<file path="src/rtl/muldiv_unit.sv">
// muldiv_unit: iterative RV32M multiply/divide unit.
// A shift-add multiplier and a restoring divider share one 64-bit
// accumulator and retire one bit per clock. Divide-by-zero and signed
// overflow are resolved when the operation is accepted, with no iteration.
module muldiv_unit #(
    parameter int XLEN  = 32,
    parameter int CNT_W = 6
) (
    input  logic            clk,
    input  logic            rst_n,
    input  logic            Start,
    input  logic [2:0]      Funct3,
    input  logic [XLEN-1:0] SrcA,
    input  logic [XLEN-1:0] SrcB,
    output logic            Busy,
    output logic            Done,
    output logic [XLEN-1:0] Result
);

    typedef enum logic [1:0] {
        IDLE = 2'd0,
        RUN  = 2'd1,
        DONE = 2'd2
    } state_t;

    state_t              state_q, state_d;
    logic [CNT_W-1:0]    cnt_q, cnt_d;
    logic [2:0]          f3_q, f3_d;
    logic [2*XLEN-1:0]   acc_q, acc_d;      // mul: {partial hi, multiplier}; div: {remainder, quotient}
    logic [XLEN-1:0]     opd_q, opd_d;      // mul: multiplicand magnitude; div: divisor magnitude
    logic                neg_res_q, neg_res_d;
    logic                neg_rem_q, neg_rem_d;
    logic [XLEN-1:0]     result_q, result_d;
    logic                busy_q, done_q;

    logic                a_signed_s, b_signed_s, a_neg_s, b_neg_s;
    logic [XLEN-1:0]     mag_a_s, mag_b_s;
    logic                div_zero_s, div_ovf_s;
    logic [2*XLEN-1:0]   mul_step_s, div_step_s, step_s;
    logic [XLEN:0]       mul_sum_s, div_trial_s;
    logic [CNT_W-1:0]    cnt_dec_s;

    // Apply the sign fixup to a finished accumulator and pick the result word.
    function automatic logic [31:0] fixup(input logic [2:0] f3, input logic [63:0] acc,
                                          input logic neg_res, input logic neg_rem);
        logic [63:0] prod;
        logic [31:0] quo;
        logic [31:0] rem;
        prod = neg_res ? (64'd0 - acc) : acc;
        quo  = neg_res ? (32'd0 - acc[31:0]) : acc[31:0];
        rem  = neg_rem ? (32'd0 - acc[63:32]) : acc[63:32];
        case (f3)
            3'b000:                  fixup = prod[31:0];
            3'b001, 3'b010, 3'b011:  fixup = prod[63:32];
            3'b100, 3'b101:          fixup = quo;
            3'b110, 3'b111:          fixup = rem;
            default:                 fixup = 32'd0;
        endcase
    endfunction

    // Operand signedness per opcode, sign flags and magnitudes of the new operands.
    always_comb begin
        a_signed_s = (Funct3 != 3'b011) && (Funct3 != 3'b101) && (Funct3 != 3'b111);
        b_signed_s = a_signed_s && (Funct3 != 3'b010);
        a_neg_s    = a_signed_s && SrcA[XLEN-1];
        b_neg_s    = b_signed_s && SrcB[XLEN-1];
        mag_a_s    = a_neg_s ? (32'd0 - SrcA) : SrcA;
        mag_b_s    = b_neg_s ? (32'd0 - SrcB) : SrcB;
        div_zero_s = Funct3[2] && (SrcB == 32'd0);
        div_ovf_s  = Funct3[2] && !Funct3[0] && (SrcA == 32'h8000_0000) && (SrcB == 32'hFFFF_FFFF);
    end

    // One shift-add multiply step: conditional add into the upper half, then shift right.
    always_comb begin
        mul_sum_s  = {1'b0, acc_q[63:32]} + (acc_q[0] ? {1'b0, opd_q} : 33'd0);
        mul_step_s = {mul_sum_s, acc_q[31:1]};
    end

    // One restoring divide step: shift {rem, quo} left, trial-subtract the divisor.
    always_comb begin
        div_trial_s = {acc_q[63:32], acc_q[31]};
        if (div_trial_s >= {1'b0, opd_q}) begin
            div_step_s = {div_trial_s[31:0] - opd_q, acc_q[30:0], 1'b1};
        end else begin
            div_step_s = {div_trial_s[31:0], acc_q[30:0], 1'b0};
        end
    end

    // Select the step for the latched opcode and decrement the counter, saturating at zero.
    always_comb begin
        step_s = f3_q[2] ? div_step_s : mul_step_s;
        if (cnt_q != '0) begin
            cnt_dec_s = cnt_q - 1'b1;
        end else begin
            cnt_dec_s = '0;
        end
    end

    // Next-state logic: accept, special-case resolution, iteration and completion.
    always_comb begin
        state_d   = state_q;
        cnt_d     = cnt_q;
        f3_d      = f3_q;
        acc_d     = acc_q;
        opd_d     = opd_q;
        neg_res_d = neg_res_q;
        neg_rem_d = neg_rem_q;
        result_d  = result_q;
        case (state_q)
            IDLE, DONE: begin
                if (Start) begin
                    f3_d      = Funct3;
                    neg_res_d = a_neg_s ^ b_neg_s;
                    neg_rem_d = a_neg_s;
                    cnt_d     = CNT_W'(XLEN);
                    if (Funct3[2]) begin
                        acc_d = {32'd0, mag_a_s};
                        opd_d = mag_b_s;
                    end else begin
                        acc_d = {32'd0, mag_b_s};
                        opd_d = mag_a_s;
                    end
                    if (div_zero_s) begin
                        state_d  = DONE;
                        result_d = Funct3[1] ? SrcA : 32'hFFFF_FFFF;
                    end else if (div_ovf_s) begin
                        state_d  = DONE;
                        result_d = Funct3[1] ? 32'd0 : 32'h8000_0000;
                    end else begin
                        state_d  = RUN;
                    end
                end else begin
                    state_d = IDLE;
                end
            end
            RUN: begin
                acc_d = step_s;
                cnt_d = cnt_dec_s;
                if (cnt_dec_s == '0) begin
                    state_d  = DONE;
                    result_d = fixup(f3_q, step_s, neg_res_q, neg_rem_q);
                end else begin
                    state_d  = RUN;
                end
            end
            default: begin
                state_d = IDLE;
            end
        endcase
    end

    // State, datapath and registered status outputs, cleared asynchronously by rst_n.
    always_ff @(posedge clk or negedge rst_n) begin
        if (!rst_n) begin
            state_q   <= IDLE;
            cnt_q     <= '0;
            f3_q      <= 3'd0;
            acc_q     <= 64'd0;
            opd_q     <= 32'd0;
            neg_res_q <= 1'b0;
            neg_rem_q <= 1'b0;
            result_q  <= 32'd0;
            busy_q    <= 1'b0;
            done_q    <= 1'b0;
        end else begin
            state_q   <= state_d;
            cnt_q     <= cnt_d;
            f3_q      <= f3_d;
            acc_q     <= acc_d;
            opd_q     <= opd_d;
            neg_res_q <= neg_res_d;
            neg_rem_q <= neg_rem_d;
            result_q  <= result_d;
            busy_q    <= (state_d == RUN);
            done_q    <= (state_d == DONE);
        end
    end

    assign Busy   = busy_q;
    assign Done   = done_q;
    assign Result = result_q;

endmodule

</file>
<file path="config.mk">
export PLATFORM = sky130hd
export DESIGN_NAME = muldiv_unit
export DESIGN_NICKNAME = d
export VERILOG_FILES = /design/src/rtl/muldiv_unit.sv
export SDC_FILE = /design/constraint.sdc
export NUM_CORES = 1
export LEC_CHECK = 0
export BUFFER_PORTS_ARGS = -buffer_cell sky130_fd_sc_hd__buf_4
export CORE_UTILIZATION = 60
export DETAILED_ROUTE_END_ITERATION = 16
export PLACE_DENSITY = 0.79
export REMOVE_ABC_BUFFERS = 1
export SYNTH_ARGS = -nofsm -noshare
export SYNTH_HDL_FRONTEND = slang
export SYNTH_SLANG_ARGS = --single-unit
</file>
<file path="constraint.sdc">
create_clock -name clk -period 11.29 [get_ports clk]
set_clock_uncertainty 0.1 [all_clocks]
set_input_delay 1.6935 -clock clk [delete_from_list [all_inputs] [get_ports clk]]
set_output_delay 1.6935 -clock clk [all_outputs]
set_load 0.005 [all_outputs]
</file>
==> results.ini, run 1 <==
[run_status]
status=completed

[global_routing]
grt_busiest_layer=met2
grt_pass1_wl_um=101000
antenna_found_initial=5
grt_pass1_vias=17700
met3_usage_pct=9.48
grt_max_degree=94
track_usage_pct=47.2
grtUsageMet2_pct=73.6
grtUsageMet1_pct=59.5
overflow=0

[sta]
rsz0062_at_grt=false
relSlewSlack_pct=13.6
worst_slew_pin_slew_ps=1290
slew_violations=0
period_share_pct=59.5
period_minus_slack_ps=6720
hold_ws_ps=410
clock.fmax_mhz=149
setup_violations=0
tns_ps=0
timing.final.hold_violations=0

[clocking]
ctsRootBufferMaster=clkbuf_16
clock_path_buffers=2
cts_resized=0
htree_levels=4
ctsHoldBuffers=0
cts_buffers=17
clk_pin_slew_ps=80
cts_setup_buffers=0
clock_latency_ps=450
cts.sinks=143
cts_tree=yes

[worst_setup_path]
ff2ff_path_depth=21
slowest_delay_ps=920
r2r-end=Result[6]
cp_max_fo=25
cpMaxStageDelayCell=o21ai_1
worst-r2r-setup-slack_ps=4570
cp.arrival_ps=6910
critPathKind=reg -> reg
cp-start-kind=flop
crit_chain=ha_1, nor2b_1, o21ai_2, a211oi_2, o211ai_1, nand2_1, o21ai_1, a21boi_0, ha_1, o21ai_0, or3_1, nand2b_1, nand2b_1, or3_1, nor2_1, nand3_1, o21ai_0, xor2_1, a22o_1, a21oi_1, a21oi_1
r2r-start=acc_q[32]
required_ps=11480
endpoint_kind=flop

[layout]
drive_gt1_share_pct=9.76
fin_cells=2636
nNetsFinal=2423
area_growth_pct=9.20

[synthesis]
synth-edff-count=0
synth_seq_cells=143
ys_seq_area_share_pct=21.9
yosys_warnings=0
synth_cells=2264
ys_async_sr_fraction_pct=100
netlist_area_mm2=0.0164
syn_avg_cell_area_um2=7.23
yosys.cell_types.count=92
ys.flop_type=dfrtp_1

[routing]
wirelength_um=66800
drc=0
routed_via_density=7.23
drt_iter0_drc=2928
first_pass_iters=9
wl_per_cell_um=25.3
vias=19100
ant_nets=0

[placement]
hpwl_um=50300
io_buffers=103
gp_congestion=1.09
post-place-cells=2603

[min_path]
hold_start=opd_q[10]
holdPathEnd=opd_q[10]
holdPathStages=2
min_path_type=reg -> reg

[job]
max-cap-violations=0

[floorplan]
start_util_pct=60.9
io_pins=104
fp.coreArea_mm2=0.0269
die_w_um=167
fp.dieH_um=167
die_area_mm2=0.0279
row_count=60

layer usage:
metal,wire length (µm),vias up
li1,-,8372
met4,4570,2
met1,24800,8917
met2,29100,1456
met3,8390,310
met5,13,-
Yosys cell counts (8+ instances only):
library cell    n  area [µm²]
nand2_1       283        1060
o21ai_0       230        1150
a21oi_1       195         976
nor2_1        188         706
dfrtp_1       143        3580
clkbuf_1       96         360
xnor2_1        95         832
inv_1          75         282
ha_1           70         876
xor2_1         69         604
nor3_1         54         270
and2_1         47         294
nand3_1        46         230
mux2i_1        45         450
o211ai_1       41         308
o221ai_1       39         342
a31oi_1        37         231
nand4_1        30         188
nand2b_1       28         175
o31ai_1        27         203
a211oi_1       26         195
buf_2          25         125
or3_1          25         156
a21o_1         22         165
nor4_1         20         125
nor2b_1        19         119
or4_1          19         143
o22ai_1        18         113
a22oi_1        14         105
buf_1          14        52.6
a22o_1         13         114
and3_1         12        75.1
o21a_1         12        90.1
a31o_2         10        87.6
nor3b_1        10        75.1
or2_2          10        62.6
and4_1          8        70.1
critical path: cells and delay by family (launching register included):
family / cells / cell delay [ps]
flip-flops: 1 / 470
AND/OR/NAND/NOR: 8 / 2310
AO/OA/AOI/OAI: 10 / 2840
XOR/XNOR: 1 / 100
adder cells (fa/ha/maj): 2 / 700
layout make-up:
type,count,area (µm²)
Sequential cell,143,3580
Fill cell,2380,9010
Inverter,77,289
Tap cell,341,427
Clock buffer,17,425
Multi-Input combinational cell,1906,11900
Clock inverter,15,166
Antenna cell,1,2.50
Timing Repair Buffer,136,1020
flip-flops by register name (all words and copies together), names as in the netlist:
register	flops
f3_q	3
Result	32
Busy	1
neg_res_q	1
Done	1
cnt_q	6
acc_q	64
neg_rem_q	1
opd_q	32
state_q	2
placed cells by master, fill, tap and decap left out, types with 7 or more instances in the layout:
cell / synthesis / layout
nor4_1: 20 / 19
clkbuf_16: 0 / 17
a31o_2: 10 / 10
mux2i_1: 45 / 45
o22ai_1: 18 / 18
o31ai_1: 27 / 27
nor2_1: 188 / 187
o21ai_0: 230 / 230
nand2b_1: 28 / 26
and4_1: 8 / 8
or3_1: 25 / 25
ha_1: 70 / 70
a31oi_1: 37 / 37
o221ai_1: 39 / 39
o211ai_1: 41 / 41
a21oi_1: 195 / 195
nor3b_1: 10 / 10
inv_1: 75 / 75
a211oi_1: 26 / 26
nor4b_1: 7 / 7
a22o_1: 13 / 13
nand2_1: 283 / 283
o21a_1: 12 / 12
and2_1: 47 / 47
or2_2: 10 / 10
buf_4: 1 / 135
a21o_1: 22 / 22
xnor2_1: 95 / 95
or4_1: 19 / 19
o21bai_1: 7 / 7
nor2b_1: 19 / 17
a211o_1: 7 / 7
and3_1: 12 / 12
xor2_1: 69 / 69
dfrtp_1: 143 / 142
nor3_1: 54 / 54
a22oi_1: 14 / 14
nand4_1: 30 / 30
nand3_1: 46 / 46
kinds of logic (layout without fill, tap and decap cells):
kind of cell,after synthesis,count (layout),synth area share (%)
flops,143,143,21.9
compound gates,796,796,31.1
xor+xnor,164,164,8.78
simple gates,825,825,24.4
fa+ha+maj,72,72,5.60
other cells,0,1,0
mux,49,49,3.03
buf+inv,215,245,5.24
worst max-delay path by stage:
stage              start         end  slack [ps]  cells after the start
2_1_floorplan    f3_q[2]   Result[6]        3440                     15
3_3_place_gp   acc_q[34]   Result[6]        4990                     21
3_5_place_dp   acc_q[32]  Result[30]        4880                     20
4_1_cts        acc_q[32]   Result[6]        4840                     21
5_1_grt        acc_q[34]   Result[6]        4340                     21
6_report       acc_q[32]   Result[6]        4570                     21
through the flow:
| stage | setup slack [ps] | area [µm²] | utilization (%) |
|---|---|---|---|
| detailed placement | 4880 | 17300 | 64.3 |
| floorplan | 3440 | 15800 | - |
| global placement | 4990 | 17300 | 64.3 |
| finish | 4570 | 17900 | 66.5 |
| CTS | 4840 | 17900 | 66.5 |
| global route | 4340 | 17900 | 66.5 |
Power of run 1 is left out: the tool's default activity adds up to more than one toggle a clock period on the data nets, which glitch-free logic cannot reach.
==> run 2, diff against run 1 <==
==> constraint.sdc (replaced) <==
create_clock -name clk -period 6.55 [get_ports clk]
set_clock_uncertainty 0.1 [all_clocks]
set_input_delay 0.9825 -clock clk [delete_from_list [all_inputs] [get_ports clk]]
set_output_delay 0.9825 -clock clk [all_outputs]
set_load 0.005 [all_outputs]
==> run 2 against run 1 <==
Net effect: global-route usage increased by 1.9 points; non-clock buffer count increased by 19; critical path depth unchanged; largest cell class unchanged.
==> results.ini, run 2 (synthesis gave the netlist of run 1 again) <==
[routing]
vias=19200  ; was 19.1k
drt_iter0_drc=2875  ; was 2928
wl_per_cell_um=26.1  ; was 25.3 µm
routed_via_density=7.24  ; was 7.23
wirelength_um=69200  ; was 66800 µm
drc=0  ; unchanged
first_pass_iters=6  ; was 9
ant_nets=0  ; unchanged

[global_routing]
track_usage_pct=49.0  ; was 47.2%
antenna_found_initial=4  ; was 5
grt_pass1_vias=18100  ; was 17.7k
grt_pass1_wl_um=105000  ; was 101000 µm
grt_max_degree=90  ; was 94
overflow=0  ; unchanged

[floorplan]
row_count=60  ; unchanged
fp.dieH_um=167  ; unchanged
die_w_um=167  ; unchanged
start_util_pct=60.9  ; unchanged
fp.coreArea_mm2=0.0269  ; unchanged
io_pins=104  ; unchanged
die_area_mm2=0.0279  ; unchanged

[worst_setup_path]
cp.arrival_ps=6510  ; was 6910 ps
r2r-end=Result[6]  ; unchanged
r2r-start=acc_q[49]  ; was acc_q[32]
required_ps=6760  ; was 11480 ps
setup.worst_path.start=acc_q[49]  ; was acc_q[32]
cp-start-kind=flop  ; unchanged
ff2ff_path_depth=21  ; unchanged
critPathKind=reg -> reg  ; unchanged
worst-r2r-setup-slack_ps=250  ; was 4570 ps
endpoint_kind=flop  ; unchanged
cp_max_fo=8  ; was 25

[min_path]
min_path_type=reg -> reg  ; unchanged
holdPathStages=2  ; unchanged
hold_start=opd_q[23]  ; was opd_q[10]
holdPathEnd=opd_q[23]  ; was opd_q[10]

[sta]
slew_violations=0  ; unchanged
period_share_pct=96.2  ; was 59.5%
worst_slew_pin_slew_ps=1060  ; was 1290 ps
setup_violations=0  ; unchanged
clock.fmax_mhz=159  ; was 149 MHz
period_minus_slack_ps=6300  ; was 6720 ps
timing.final.hold_violations=0  ; unchanged
finalWorstSetupSlack_ps=249  ; was 4570 ps
hold_ws_ps=412  ; was 410 ps
relSlewSlack_pct=28.6  ; was 13.6%
rsz0062_at_grt=false  ; unchanged

[layout]
mostFrequentLayoutCell=nand2_1  ; unchanged
nNetsFinal=2442  ; was 2423
drive_gt1_share_pct=10.5  ; was 9.76%
area_growth_pct=10.4  ; was 9.20%
layout_common_cells=nand2_1, o21ai_0, a21oi_1  ; unchanged
regMostFlops=acc_q  ; unchanged
largest_reg_flops=64  ; unchanged
final_area_mm2=0.0181  ; was 0.0179 mm²

[clocking]
cts_tree=yes  ; unchanged
htree_levels=4  ; unchanged
cts_resized=0  ; unchanged
ctsHoldBuffers=0  ; unchanged
clk_pin_slew_ps=70  ; was 80 ps
cts_setup_buffers=0  ; unchanged
clock_latency_ps=450  ; about the same
cts_buffers=17  ; unchanged
clock_path_buffers=2  ; unchanged
cts.sinks=143  ; unchanged
ctsRootBufferMaster=clkbuf_16  ; unchanged

[placement]
io_buffers=103  ; unchanged
gp_congestion=1.07  ; was 1.09
placed_area_mm2=0.0174  ; was 0.0173 mm²
hpwl_um=52500  ; was 50300 µm
place_worst_setup_slack_ps=551  ; was 4880 ps

[job]
max-cap-violations=0  ; unchanged

[run_status]
status=completed  ; unchanged

[run 2: worst max-delay path by stage]
stage	endpoint	slack, ps
global placement	Result[6]	730
global route	Result[30]	80
finish	Result[6]	250
floorplan	Result[6]	-1300
detailed placement	Result[6]	550
CTS	Result[6]	480
[run 2: per-layer routing]
metal / global-route usage, % / vias up / part of all wire (%) / routed length, µm
met1: 60.9 / 8909 / 36 / 25000
met5: 0 / - / 0.036 / 25
met3: 12.4 / 378 / 13 / 9180
li1: - / 8408 / - / -
met4: 30.8 / 4 / 7.1 / 4880
met2: 76.3 / 1529 / 43 / 30100
[run 2: per-stage QoR]
stage / cells / setup TNS (ps) / util, %
final: 2655 / 0 / 67.2
after detailed placement: 2622 / 0 / 64.8
after CTS: 2654 / 0 / 67.2
after global routing: 2654 / 0 / 67.2
after floorplan: 2126 / -28280 / -
after global placement: 2622 / 0 / 64.8
[run 2: worst max-delay path, stage by stage (launching register included)]
cell,delay [ps]
dfrtp_1,420
ha_1,410
a21o_1,250
a31o_2,280
a21oi_2,300
a31o_1,260
nand2_1,80
o21ai_1,840
a21boi_0,410
ha_1,270
o21ai_0,130
or3_1,430
nand2b_1,230
nand2b_1,210
or3_1,410
nor2_1,150
nand3_1,120
o21ai_0,240
xor2_1,120
a22o_1,250
a21oi_1,160
a21oi_1,90
[run 2: cell type report]
cell class,count,area (µm²)
diodes,1,2.50
clock buffers,17,425
clock inverters,15,215
fillers,2348,8810
inverters,77,289
multi-input cells,1906,12000
flip-flops and latches,143,3580
well taps,341,427
repair buffers,155,1170
Power of run 2 is left out for the same reason.
